`config.mk`:
```
export PLATFORM = sky130hd
export DESIGN_NAME = regfile_sequencer
export DESIGN_NICKNAME = d
export VERILOG_FILES = /design/src/rtl/regseq_pkg.sv /design/src/rtl/exec_watchdog.sv /design/src/rtl/regfile_sequencer.sv
export SDC_FILE = /design/constraint.sdc
export NUM_CORES = 1
export LEC_CHECK = 0
export CAP_MARGIN = 10
export CELL_PAD_IN_SITES_DETAIL_PLACEMENT = 2
export CELL_PAD_IN_SITES_GLOBAL_PLACEMENT = 2
export CORE_ASPECT_RATIO = 2
export CORE_UTILIZATION = 35
export CTS_BUF_LIST = sky130_fd_sc_hd__clkbuf_4
export DETAILED_ROUTE_END_ITERATION = 8
export PLACE_DENSITY = 0.85
export REMOVE_ABC_BUFFERS = 1
export SYNTH_ARGS = -nofsm -noshare
export SYNTH_HDL_FRONTEND = slang
export SYNTH_HIERARCHICAL = 1
export SYNTH_SLANG_ARGS = --single-unit
```
`constraint.sdc`:
```
create_clock -name clk -period 3.25 [get_ports clk]
set_input_delay 0.4875 -clock clk [delete_from_list [all_inputs] [get_ports clk]]
set_output_delay 0.4875 -clock clk [all_outputs]
set_load 0.02 [all_outputs]
```
`src/rtl/regseq_pkg.sv`:
```
// Shared types and constants for the register-file sequencer.
//   state_t : sequencer FSM states
//   cmd_t   : command fields latched at accept
package regseq_pkg;

    localparam int unsigned DATA_W        = 6;
    localparam int unsigned ADDR_W        = 3;
    localparam int unsigned WDOG_W        = 4;
    localparam int unsigned EXEC_TMO_DFLT = 15;

    localparam logic [ADDR_W-1:0] REG_ZERO = '0;

    typedef enum logic [2:0] {
        IDLE = 3'd0,
        RD_A = 3'd1,
        RD_B = 3'd2,
        EXEC = 3'd3,
        WB   = 3'd4
    } state_t;

    typedef struct packed {
        logic [ADDR_W-1:0] rs1;
        logic [ADDR_W-1:0] rs2;
        logic [ADDR_W-1:0] rd;
        logic              use_rs2;
        logic              wb;
    } cmd_t;

endpackage

```
`src/rtl/exec_watchdog.sv`:
```
// EXEC-phase watchdog: counts cycles while enabled, flags when the count hits TMO.
//   clk, reset : clock, async active-low reset
//   clear      : zero the counter (priority over en)
//   en         : count this cycle
//   tmo        : registered, high while count == TMO
module exec_watchdog
    import regseq_pkg::*;
#(
    parameter int unsigned TMO = EXEC_TMO_DFLT
) (
    input  logic clk,
    input  logic reset,
    input  logic clear,
    input  logic en,
    output logic tmo
);

    logic [WDOG_W-1:0] count;
    logic [WDOG_W-1:0] count_d;

    // Saturating next count so a stuck enable never wraps back to a small value
    always_comb begin
        count_d = count;
        if (clear) begin
            count_d = '0;
        end else if (en && (count != {WDOG_W{1'b1}})) begin
            count_d = count + WDOG_W'(1);
        end
    end

    // tmo is decoded from the next count so it lines up with the counter itself
    always_ff @(posedge clk or negedge reset) begin
        if (!reset) begin
            count <= '0;
            tmo   <= 1'b0;
        end else begin
            count <= count_d;
            tmo   <= (count_d == WDOG_W'(TMO));
        end
    end

endmodule

```
`src/rtl/regfile_sequencer.sv`:
```
// Sequences one instruction through the single-port register file:
// read rs1 (and optionally rs2), start the ALU, wait for the result, write rd.
//   clk, reset                 : clock, async active-low reset
//   cmd_valid/cmd_ready, cmd_* : command handshake from decode
//   rf_addr/rf_wdata/rf_we     : register-file master (write sampled on negedge)
//   rf_rdata                   : combinational read data
//   alu_a/alu_b/alu_start      : operand latches and start pulse
//   alu_done/alu_result        : ALU completion
//   done, err, busy            : retire pulse, timeout flag, not-idle
module regfile_sequencer
    import regseq_pkg::*;
#(
    parameter int unsigned EXEC_TMO = EXEC_TMO_DFLT
) (
    input  logic              clk,
    input  logic              reset,
    input  logic              cmd_valid,
    output logic              cmd_ready,
    input  logic [ADDR_W-1:0] cmd_rs1,
    input  logic [ADDR_W-1:0] cmd_rs2,
    input  logic              cmd_use_rs2,
    input  logic [ADDR_W-1:0] cmd_rd,
    input  logic              cmd_wb,
    output logic [ADDR_W-1:0] rf_addr,
    output logic [DATA_W-1:0] rf_wdata,
    output logic              rf_we,
    input  logic [DATA_W-1:0] rf_rdata,
    output logic [DATA_W-1:0] alu_a,
    output logic [DATA_W-1:0] alu_b,
    output logic              alu_start,
    input  logic              alu_done,
    input  logic [DATA_W-1:0] alu_result,
    output logic              done,
    output logic              err,
    output logic              busy
);

    state_t            state;
    state_t            state_d;
    cmd_t              cmd_q;
    cmd_t              cmd_d;
    logic [ADDR_W-1:0] rf_addr_d;
    logic [DATA_W-1:0] rf_wdata_d;
    logic              rf_we_d;
    logic [DATA_W-1:0] alu_a_d;
    logic [DATA_W-1:0] alu_b_d;
    logic              alu_start_d;
    logic              done_d;
    logic              err_d;
    logic              accept;
    logic              write_back;
    logic              wdog_en;
    logic              wdog_clear;
    logic              tmo;

    assign cmd_ready  = (state == IDLE);
    assign busy       = (state != IDLE);
    assign accept     = cmd_valid && cmd_ready;
    // Writes to x0 are dropped entirely, including the WB cycle
    assign write_back = cmd_q.wb && (cmd_q.rd != REG_ZERO);

    // Counter runs while the next state is EXEC, so it reads k during the k-th EXEC cycle
    assign wdog_en    = (state_d == EXEC);
    assign wdog_clear = !wdog_en;

    exec_watchdog #(
        .TMO(EXEC_TMO)
    ) u_exec_watchdog (
        .clk  (clk),
        .reset(reset),
        .clear(wdog_clear),
        .en   (wdog_en),
        .tmo  (tmo)
    );

    // State register
    always_ff @(posedge clk or negedge reset) begin
        if (!reset) begin
            state <= IDLE;
        end else begin
            state <= state_d;
        end
    end

    // Next-state logic; alu_done wins over a same-cycle timeout
    always_comb begin
        state_d = state;
        case (state)
            IDLE: if (accept) state_d = RD_A;
            RD_A: state_d = cmd_q.use_rs2 ? RD_B : EXEC;
            RD_B: state_d = EXEC;
            EXEC: begin
                if (alu_done) begin
                    state_d = write_back ? WB : IDLE;
                end else if (tmo) begin
                    state_d = IDLE;
                end
            end
            WB:      state_d = IDLE;
            default: state_d = IDLE;
        endcase
    end

    // Next values of the registered outputs and command latch
    always_comb begin
        cmd_d       = cmd_q;
        rf_addr_d   = rf_addr;
        rf_wdata_d  = rf_wdata;
        rf_we_d     = 1'b0;
        alu_a_d     = alu_a;
        alu_b_d     = alu_b;
        alu_start_d = 1'b0;
        done_d      = 1'b0;
        err_d       = err;
        case (state)
            IDLE: begin
                if (accept) begin
                    cmd_d     = '{rs1: cmd_rs1, rs2: cmd_rs2, rd: cmd_rd,
                                  use_rs2: cmd_use_rs2, wb: cmd_wb};
                    err_d     = 1'b0;
                    rf_addr_d = cmd_rs1;
                end
            end
            RD_A: begin
                alu_a_d = (cmd_q.rs1 == REG_ZERO) ? '0 : rf_rdata;
                if (cmd_q.use_rs2) begin
                    rf_addr_d = cmd_q.rs2;
                end else begin
                    alu_b_d     = '0;
                    alu_start_d = 1'b1;
                end
            end
            RD_B: begin
                alu_b_d     = (cmd_q.rs2 == REG_ZERO) ? '0 : rf_rdata;
                alu_start_d = 1'b1;
            end
            EXEC: begin
                if (alu_done) begin
                    if (write_back) begin
                        rf_addr_d  = cmd_q.rd;
                        rf_wdata_d = alu_result;
                        rf_we_d    = 1'b1;
                    end else begin
                        done_d = 1'b1;
                    end
                end else if (tmo) begin
                    err_d  = 1'b1;
                    done_d = 1'b1;
                end
            end
            WB:      done_d = 1'b1;
            default: ;
        endcase
    end

    // Output and command registers; reset drops rf_we at once so no write escapes
    always_ff @(posedge clk or negedge reset) begin
        if (!reset) begin
            cmd_q     <= '0;
            rf_addr   <= '0;
            rf_wdata  <= '0;
            rf_we     <= 1'b0;
            alu_a     <= '0;
            alu_b     <= '0;
            alu_start <= 1'b0;
            done      <= 1'b0;
            err       <= 1'b0;
        end else begin
            cmd_q     <= cmd_d;
            rf_addr   <= rf_addr_d;
            rf_wdata  <= rf_wdata_d;
            rf_we     <= rf_we_d;
            alu_a     <= alu_a_d;
            alu_b     <= alu_b_d;
            alu_start <= alu_start_d;
            done      <= done_d;
            err       <= err_d;
        end
    end

endmodule

```
Word level (Yosys, flattened, before mapping) --
Cells that the tools add are included. Widths: inputs -> output; s select.
Word-level totals: word-level logic and storage cells 77, flip-flop bits (word level) 44, output and inout port bits 27
Cells by class: equality and inequality tests 14, add/subtract/negate cells 1, reduce and logical (&&, ||, !) cells 16, muxes and demuxes 30
Operators by type and width (count):
- $mux 3 | 8
- $mux 6 | 3
- $pmux 3 s4 | 1
- $pmux 6 s2 | 1
- $mux 1 | 11
- $ne 2x2->1 const B | 5
- $eq 3x2->1 const B | 3
- $logic_not 3->1 | 3
- $pmux 3 s3 | 1
- $reduce_bool 3->1 | 3
- $mux 4 | 2
- $pmux 1 s2 | 3
- $reduce_and 5->1 | 1
- $add 4x1->4 const B | 1
- $eq 4x4->1 const B | 1
- $ne 2x1->1 const B | 2
- $ne 4x4->1 const B | 1
- $reduce_and 2->1 | 2
- $reduce_and 4->1 | 1
- $reduce_bool 2->1 | 2
- $eq 3x1->1 const B | 1
- $eq 3x3->1 const B | 1
- $logic_and 1x1->1 | 3
- $reduce_and 3->1 | 1

Depth between registers and ports, before layout --
Gate-level depths: netlist (run 1).
depth after elaboration 10, gate-level depth with buffers 7, gate-level depth less buffers 6

Cells and area by module --
The synthesis (run 1) kept the hierarchy.
By module, submodules not included:
- regfile_sequencer | times used 1, cells an instance 115, sequential area each 975.9 um^2, area an instance 1680.4 um^2
- exec_watchdog | times used 1, cells an instance 27, sequential area each 125.1 um^2, area an instance 277.8 um^2

Least setup slack after synthesis (run 1) --
OpenSTA, ideal clock, no wires.
path kind reg2reg, from register state[2], to register cmd_q[10] (netlist bit), arrival time 1761 ps, stages on the path, launching flop included 5, clock period less this slack 1885 ps, buffers on the path 1, setup time 125 ps, setup slack 1365 ps, cells stage by stage dfrtp_1 nor3_1 and2_1 buf_4 mux2_2
On the way: word-level cells in the longest chain between the ends 3
RTL lines:
- start, declared | line regfile_sequencer.sv:38 | state_t state;
- start signal, assigned | line regfile_sequencer.sv:81 | state <= state_d;
- $logic_not 3->1 * | line regfile_sequencer.sv:56 | assign cmd_ready = (state == IDLE);
- net cmd_ready | line regfile_sequencer.sv:18 | output logic cmd_ready,
- $logic_and 1x1->1 | line regfile_sequencer.sv:58 | assign accept = cmd_valid && cmd_ready;
- $reduce_and 2->1 (no line) *
- end signal, assigned | line regfile_sequencer.sv:169 | cmd_q <= cmd_d;
- end, declared | line regfile_sequencer.sv:40 | cmd_t cmd_q;
The timed path passes the listed nets; every way through them passes the cells marked *. A chain may end at the register's enable or synchronous reset.

Final worst setup path (run 1) --
from register state[1], to output cmd_ready
On the way: word-level cells in the longest chain between the ends 1
RTL lines (line):
- $logic_not 3->1 | regfile_sequencer.sv:56
- end, declared | regfile_sequencer.sv:18
Every way passes these cells.

==> impl_metrics.tcl, run 1 <==
set metrics [dict create \
    status "finished clean" \
    drive_gt1_share_pct 23.2 \
    grt_max_degree 45 \
    crit_arrival_ns 2.14 \
    seq_area_frac_synth_pct 56.2 \
    synth_seq_cells 44 \
    cts.reportedPaths.clkPinSlew_ns 0.13 \
    fin_tns_setup_ns 0 \
    startpoint "state[1]" \
    place_hpwl_mm 3.99 \
    clkLatencyLatePin_ns 0.37 \
    grt_remaining_overflow 0 \
    post-place-cells 250 \
    period_needed_ns 2.63 \
    ios 54 \
    r2r-start "state[1]" \
    syn_area_per_cell_um2 13.8 \
    hold_path.class "input port to async pin" \
    grt_pass1_vias 1654 \
    cts_setup_buffers 0 \
    drc 0 \
    n_antenna_cell 0 \
    p_per_area_nw_per_um2 998 \
    grt_pass1_wl_mm 8.56 \
    crit_chain "nor3_1 -> clkdlybuf4s50_1" \
    layout_commonest_cell "clkdlybuf4s50_1" \
    worst-r2r-setup-slack_ns 0.96 \
    slew_headroom_pct 35.2 \
    dr.pass1.iters 4 \
    cts_buffers 5 \
    start_kind "flip-flop" \
    wl_per_cell_um 20.4 \
    die-area_um2 5920 \
    rsz0062_at_grt "false" \
    cts_sinks 44 \
    worst_slew_pin_slew_ns 0.972 \
    drv_slew 0 \
    synth_area_um2 1960 \
    timing.final.crit_share_pct 80.9 \
    path_max_fanout 15 \
    die_h_um 108 \
    post_dp_cell_area_um2 2520 \
    register_area_um2 1100 \
    clockBufferDepth 2 \
    cts_root_buffer "clkbuf_4" \
    hold_viol_final 0 \
    cts_tree "yes" \
    fillers 554 \
    synthToLayoutAreaGrowth_pct 33.0 \
    multiInputGateArea_um2 800 \
    ctsHoldBuffers 0 \
    routed_wl_mm 5.28 \
    fin_nets 225 \
    finalSetupViolCount 0 \
    yosysTopAreaCell "dfrtp_1" \
    yosysTopAreaCellShare_pct 56.2 \
    place_congestion 0.692 \
    final_area_um2 2600 \
    path_class "flip-flop to output port" \
    rows 38 \
    drt_iter0_markers 23 \
    grt_use_total_pct 20.7 \
    yosysWarnings 6 \
    die_w_um 54.9 \
    cp_slowest_cell "clkdlybuf4s50_1" \
    cts_resized 0 \
    stdcell_count 258 \
    antenna_found_initial 0 \
    fp.coreArea_um2 5420 \
    initial_core_util_pct 36.1 \
    required_ns 2.76 \
    ys_types 42 \
    vias_per_cell 5.41 \
    cp_top_family "buffers and inverters" \
    drv_cap 0 \
    synthTopCellsByArea "dfrtp_1 (56%), mux2_2 (14%), a22o_1 (5.4%)" \
    ctsHtreeMaxLevel 2 \
    cp_slowest_stage_delay_ns 0.70 \
    io_buffers 53 \
    peakVddDrop_mv 0.560 \
    netlist_instances 142 \
    finClkSkew_ns 0.0163 \
    critPathCaptureType "output port" \
    antenna_left 0 \
    fmax_mhz 380 \
    leakage_nw 1.12 \
    critPathBufInv 1 \
    layout_common_cells "clkdlybuf4s50_1 (52), dfrtp_1 (44), mux2_2 (24), a22o_1 (12)" \
    num_vias 1397 \
]
-- path summary, 6_finish.rpt --
path | to | depth (start not counted)
max in group asynchronous | cmd_q[0] | 1
setup reg to reg | u_exec_watchdog/tmo | 6
setup / recovery | cmd_ready | 2
hold reg to reg | alu_a[1] | 1
hold / removal | alu_b[4] | 1
min in group clk | alu_a[1] | 1
-- final cells by class --
| type | instances | share of cell area (%) |
|---|---|---|
| flip-flops and latches | 44 | 42.3 |
| clock buffers | 6 | 1.73 |
| clock inverters | 2 | 1.35 |
| repair buffers | 53 | 20.2 |
| multi-input cells | 87 | 30.7 |
| inverters | 6 | 0.865 |
| well taps | 60 | 2.88 |
-- synthesized netlist by cell type (all sizes together) --
| master | n |
|---|---|
| a211oi | 2 |
| a21oi | 3 |
| a221oi | 1 |
| a22o | 12 |
| a32o | 2 |
| and2 | 1 |
| and3 | 1 |
| and3b | 1 |
| and4 | 1 |
| buf | 4 |
| clkbuf | 1 |
| dfrtp | 44 |
| ha | 1 |
| inv | 6 |
| mux2 | 26 |
| nand2 | 2 |
| nand3b | 1 |
| nand4 | 1 |
| nor2 | 5 |
| nor2b | 3 |
| nor3 | 5 |
| nor3b | 1 |
| nor4b | 2 |
| o211a | 2 |
| o21a | 1 |
| o21ai | 3 |
| o21bai | 1 |
| o311ai | 2 |
| o32ai | 1 |
| or2 | 2 |
| or3 | 1 |
| or3b | 2 |
| xnor2 | 1 |
-- report_power, final --
group | switching (W) | internal [W]
logic | 0.000588 | 0.000657
clock network | 0.000177 | 0.000170
registers | 0.000230 | 0.000776
-- per-layer routing --
metal,vias to the layer above,wire (um),share of wire [%],global-route usage [%]
met4,0,189,3.6,9.82
met1,706,1820,35,20.9
met5,-,0,0,0
li1,636,-,-,-
met3,13,154,2.9,3.53
met2,42,3110,59,38.0
-- sequential cells by signal (all words and copies together), names as in the netlist --
name	count
cmd_q	11
alu_a	6
alu_b	6
rf_wdata	6
u_exec_watchdog/count	4
rf_addr	3
state	3
alu_start	1
done	1
err	1
rf_we	1
u_exec_watchdog/tmo	1
-- kinds of logic (layout without fill, tap and decap cells) --
logic type / after synthesis / count (layout) / share of synthesized area (%)
multiplexers: 26 / 26 / 15.3
flip-flops: 44 / 44 / 56.2
AO/OA/AOI/OAI: 30 / 30 / 14.2
XOR/XNOR: 1 / 1 / 0.447
AND/OR/NAND/NOR: 29 / 29 / 10.2
buffers and inverters: 11 / 67 / 2.94
adder cells (fa/ha/maj): 1 / 1 / 0.639
-- stage by stage --
step	hold WS (ns)	total power (W)	utilization [%]	setup slack (ns)
6_report	0.262	0.00260	48.0	0.620
5_1_grt	0.336	0.00274	48.0	0.534
4_1_cts	0.298	0.00263	48.0	0.611
3_5_place_dp	0.495	0.00227	46.6	0.853
3_3_place_gp	0.486	0.00217	46.6	1.02
2_1_floorplan	0.192	0.00172	-	1.17
-- worst register-to-register path: cells and delay by family (launching register included) --
kind | cells | cell delay, ns
compound gates | 2 | 0.30
simple gates | 3 | 1.19
buf+inv | 1 | 0.15
flops | 1 | 0.60
Power figures use the tool's default switching activity.
==> run 2: changes to the inputs <==
--- a/config.mk
+++ b/config.mk
@@ -9,10 +9,10 @@
 export CELL_PAD_IN_SITES_DETAIL_PLACEMENT = 2
 export CELL_PAD_IN_SITES_GLOBAL_PLACEMENT = 2
 export CORE_ASPECT_RATIO = 2
-export CORE_UTILIZATION = 35
+export CORE_UTILIZATION = 33
 export CTS_BUF_LIST = sky130_fd_sc_hd__clkbuf_4
 export DETAILED_ROUTE_END_ITERATION = 8
-export PLACE_DENSITY = 0.85
+export PLACE_DENSITY = 0.81
 export REMOVE_ABC_BUFFERS = 1
 export SYNTH_ARGS = -nofsm -noshare
 export SYNTH_HDL_FRONTEND = slang
==> constraint.sdc (replaced) <==
create_clock -name clk -period 2.6 [get_ports clk]
set_input_delay 0.39 -clock clk [delete_from_list [all_inputs] [get_ports clk]]
set_output_delay 0.39 -clock clk [all_outputs]
set_load 0.02 [all_outputs]
==> impl_metrics.tcl, run 2 (synthesis gave the netlist of run 1 again) <==
set metrics [dict create \
    status "finished clean" \
    grt_max_degree 45 \
    cts_setup_buffers 0 \
    power.total_w 0.00313 \
    p_per_area_nw_per_um2 1210 \
    initial_core_util_pct 34.3 \
    cts_root_buffer "clkbuf_4" \
    finalSetupViolCount 0 \
    clkLatencyLatePin_ns 0.38 \
    fp.coreArea_um2 5710 \
    routed_wl_mm 5.17 \
    vias_per_cell 5.39 \
    cts_resized 0 \
    multiInputGateArea_um2 800 \
    rows 39 \
    crit_arrival_ns 2.05 \
    path_class "flip-flop to output port" \
    drv_cap 0 \
    io_buffers 53 \
    period_needed_ns 2.44 \
    worst_slew_pin_slew_ns 0.984 \
    dr.pass1.iters 3 \
    fillers 593 \
    synthToLayoutAreaGrowth_pct 31.8 \
    largest_reg_flops 11 \
    grt_pass1_wl_mm 8.60 \
    path_max_fanout 15 \
    critPathCaptureType "output port" \
    grt_remaining_overflow 0 \
    drv_slew 0 \
    num_vias 1396 \
    n_antenna_cell 0 \
    leakage_nw 1.11 \
    ios 54 \
    cts_tree "yes" \
    drive_gt1_share_pct 23.2 \
    grt_pass1_vias 1634 \
    drt_iter0_markers 18 \
    die_h_um 111 \
    cts.reportedPaths.clkPinSlew_ns 0.14 \
    hold_viol_final 0 \
    start_kind "flip-flop" \
    layout_common_cells "clkdlybuf4s50_1 (52), dfrtp_1 (44), mux2_2 (24), a22o_1 (12), inv_1 (6)" \
    wl_per_cell_um 20.0 \
    die_w_um 56.5 \
    fin_nets 225 \
    layout_commonest_cell "clkdlybuf4s50_1" \
    cp_slowest_stage_delay_ns 0.68 \
    place_hpwl_mm 4.07 \
    clockBufferDepth 2 \
    timing.final.crit_share_pct 93.9 \
    rsz0062_at_grt "false" \
    cts_sinks 44 \
    register_area_um2 1100 \
    grt_use_total_pct 18.5 \
    die-area_um2 6260 \
    finClkSkew_ns 0.0119 \
    cp_slowest_cell "clkdlybuf4s50_1" \
    required_ns 2.21 \
    drc 0 \
    place_congestion 0.721 \
    ctsHtreeMaxLevel 2 \
    cts_buffers 5 \
    peakVddDrop_mv 0.617 \
    slew_headroom_pct 34.4 \
    critPathBufInv 1 \
    antenna_found_initial 0 \
    regMostFlops "cmd_q" \
    cp_top_family "buffers and inverters" \
    hold_path.class "input port to async pin" \
    crit_chain "nor3_1 -> clkdlybuf4s50_1" \
    ctsHoldBuffers 0 \
    fin_tns_setup_ns 0 \
    antenna_left 0 \
    fmax_mhz 410 \
]
[run 2: cell count changes in the layout (fill, tap and decap cells not counted), sizes merged]
| cell | before | now |
|---|---|---|
| clkinv | 1 | 3 |
| bufinv | 1 | 0 |
| clkbuf | 6 | 5 |
[run 2: stage by stage]
step           cells  util, %  hold WS (ns)  setup WS [ns]  area [um2]
3_5_place_dp     251     44.2         0.498          0.203        2520
3_3_place_gp     251     44.2         0.489          0.467        2520
2_1_floorplan    137        -        0.0944          0.517        1920
6_report         259     45.2         0.151          0.158        2580
5_1_grt          259     45.2         0.204         0.0254        2580
4_1_cts          259     45.2         0.171          0.140        2580
[run 2: layer usage]
metal	global-route usage [%]	wire length, um	vias up
met5	0	0	-
met4	8.78	149	0
met3	3.62	173	12
met2	35.1	3160	37
met1	18.3	1690	712
li1	-	-	635
[run 2: worst register-to-register path: stages, from the launching register on]
cell and delay [ns]:
dfrtp_1 0.60, nor3b_1 0.42, a21oi_1 0.10, nor2_1 0.28, inv_1 0.17, nor4b_1 0.46
o211a_1 0.19
[run 2: worst paths after layout]
kind	startpoint	slack, ns	to	cells past startpoint
min	reset	0.15	alu_b[3]	1
max in group asynchronous	reset	1.83	u_exec_watchdog/count[2]	1
max reg2reg	state[1]	0.34	u_exec_watchdog/tmo	6
min reg2reg	rf_wdata[1]	0.52	rf_wdata[1]	1
min in group clk	rf_wdata[1]	0.52	rf_wdata[1]	1
max	state[1]	0.16	cmd_ready	2
[run 2: area by class of cell]
cell class	count	area share, %
Tap cell	61	2.96
Inverter	6	0.873
Timing Repair Buffer	53	20.4
Clock inverter	3	0.727
Multi-Input combinational cell	87	31.0
Sequential cell	44	42.7
Clock buffer	5	1.45
[run 2: report_power, final]
| part | total, W | internal (W) | switching [W] |
|---|---|---|---|
| combinational | 0.00155 | 0.000820 | 0.000726 |
| clock | 0.000346 | 0.000104 | 0.000242 |
| sequential | 0.00124 | 0.000969 | 0.000272 |
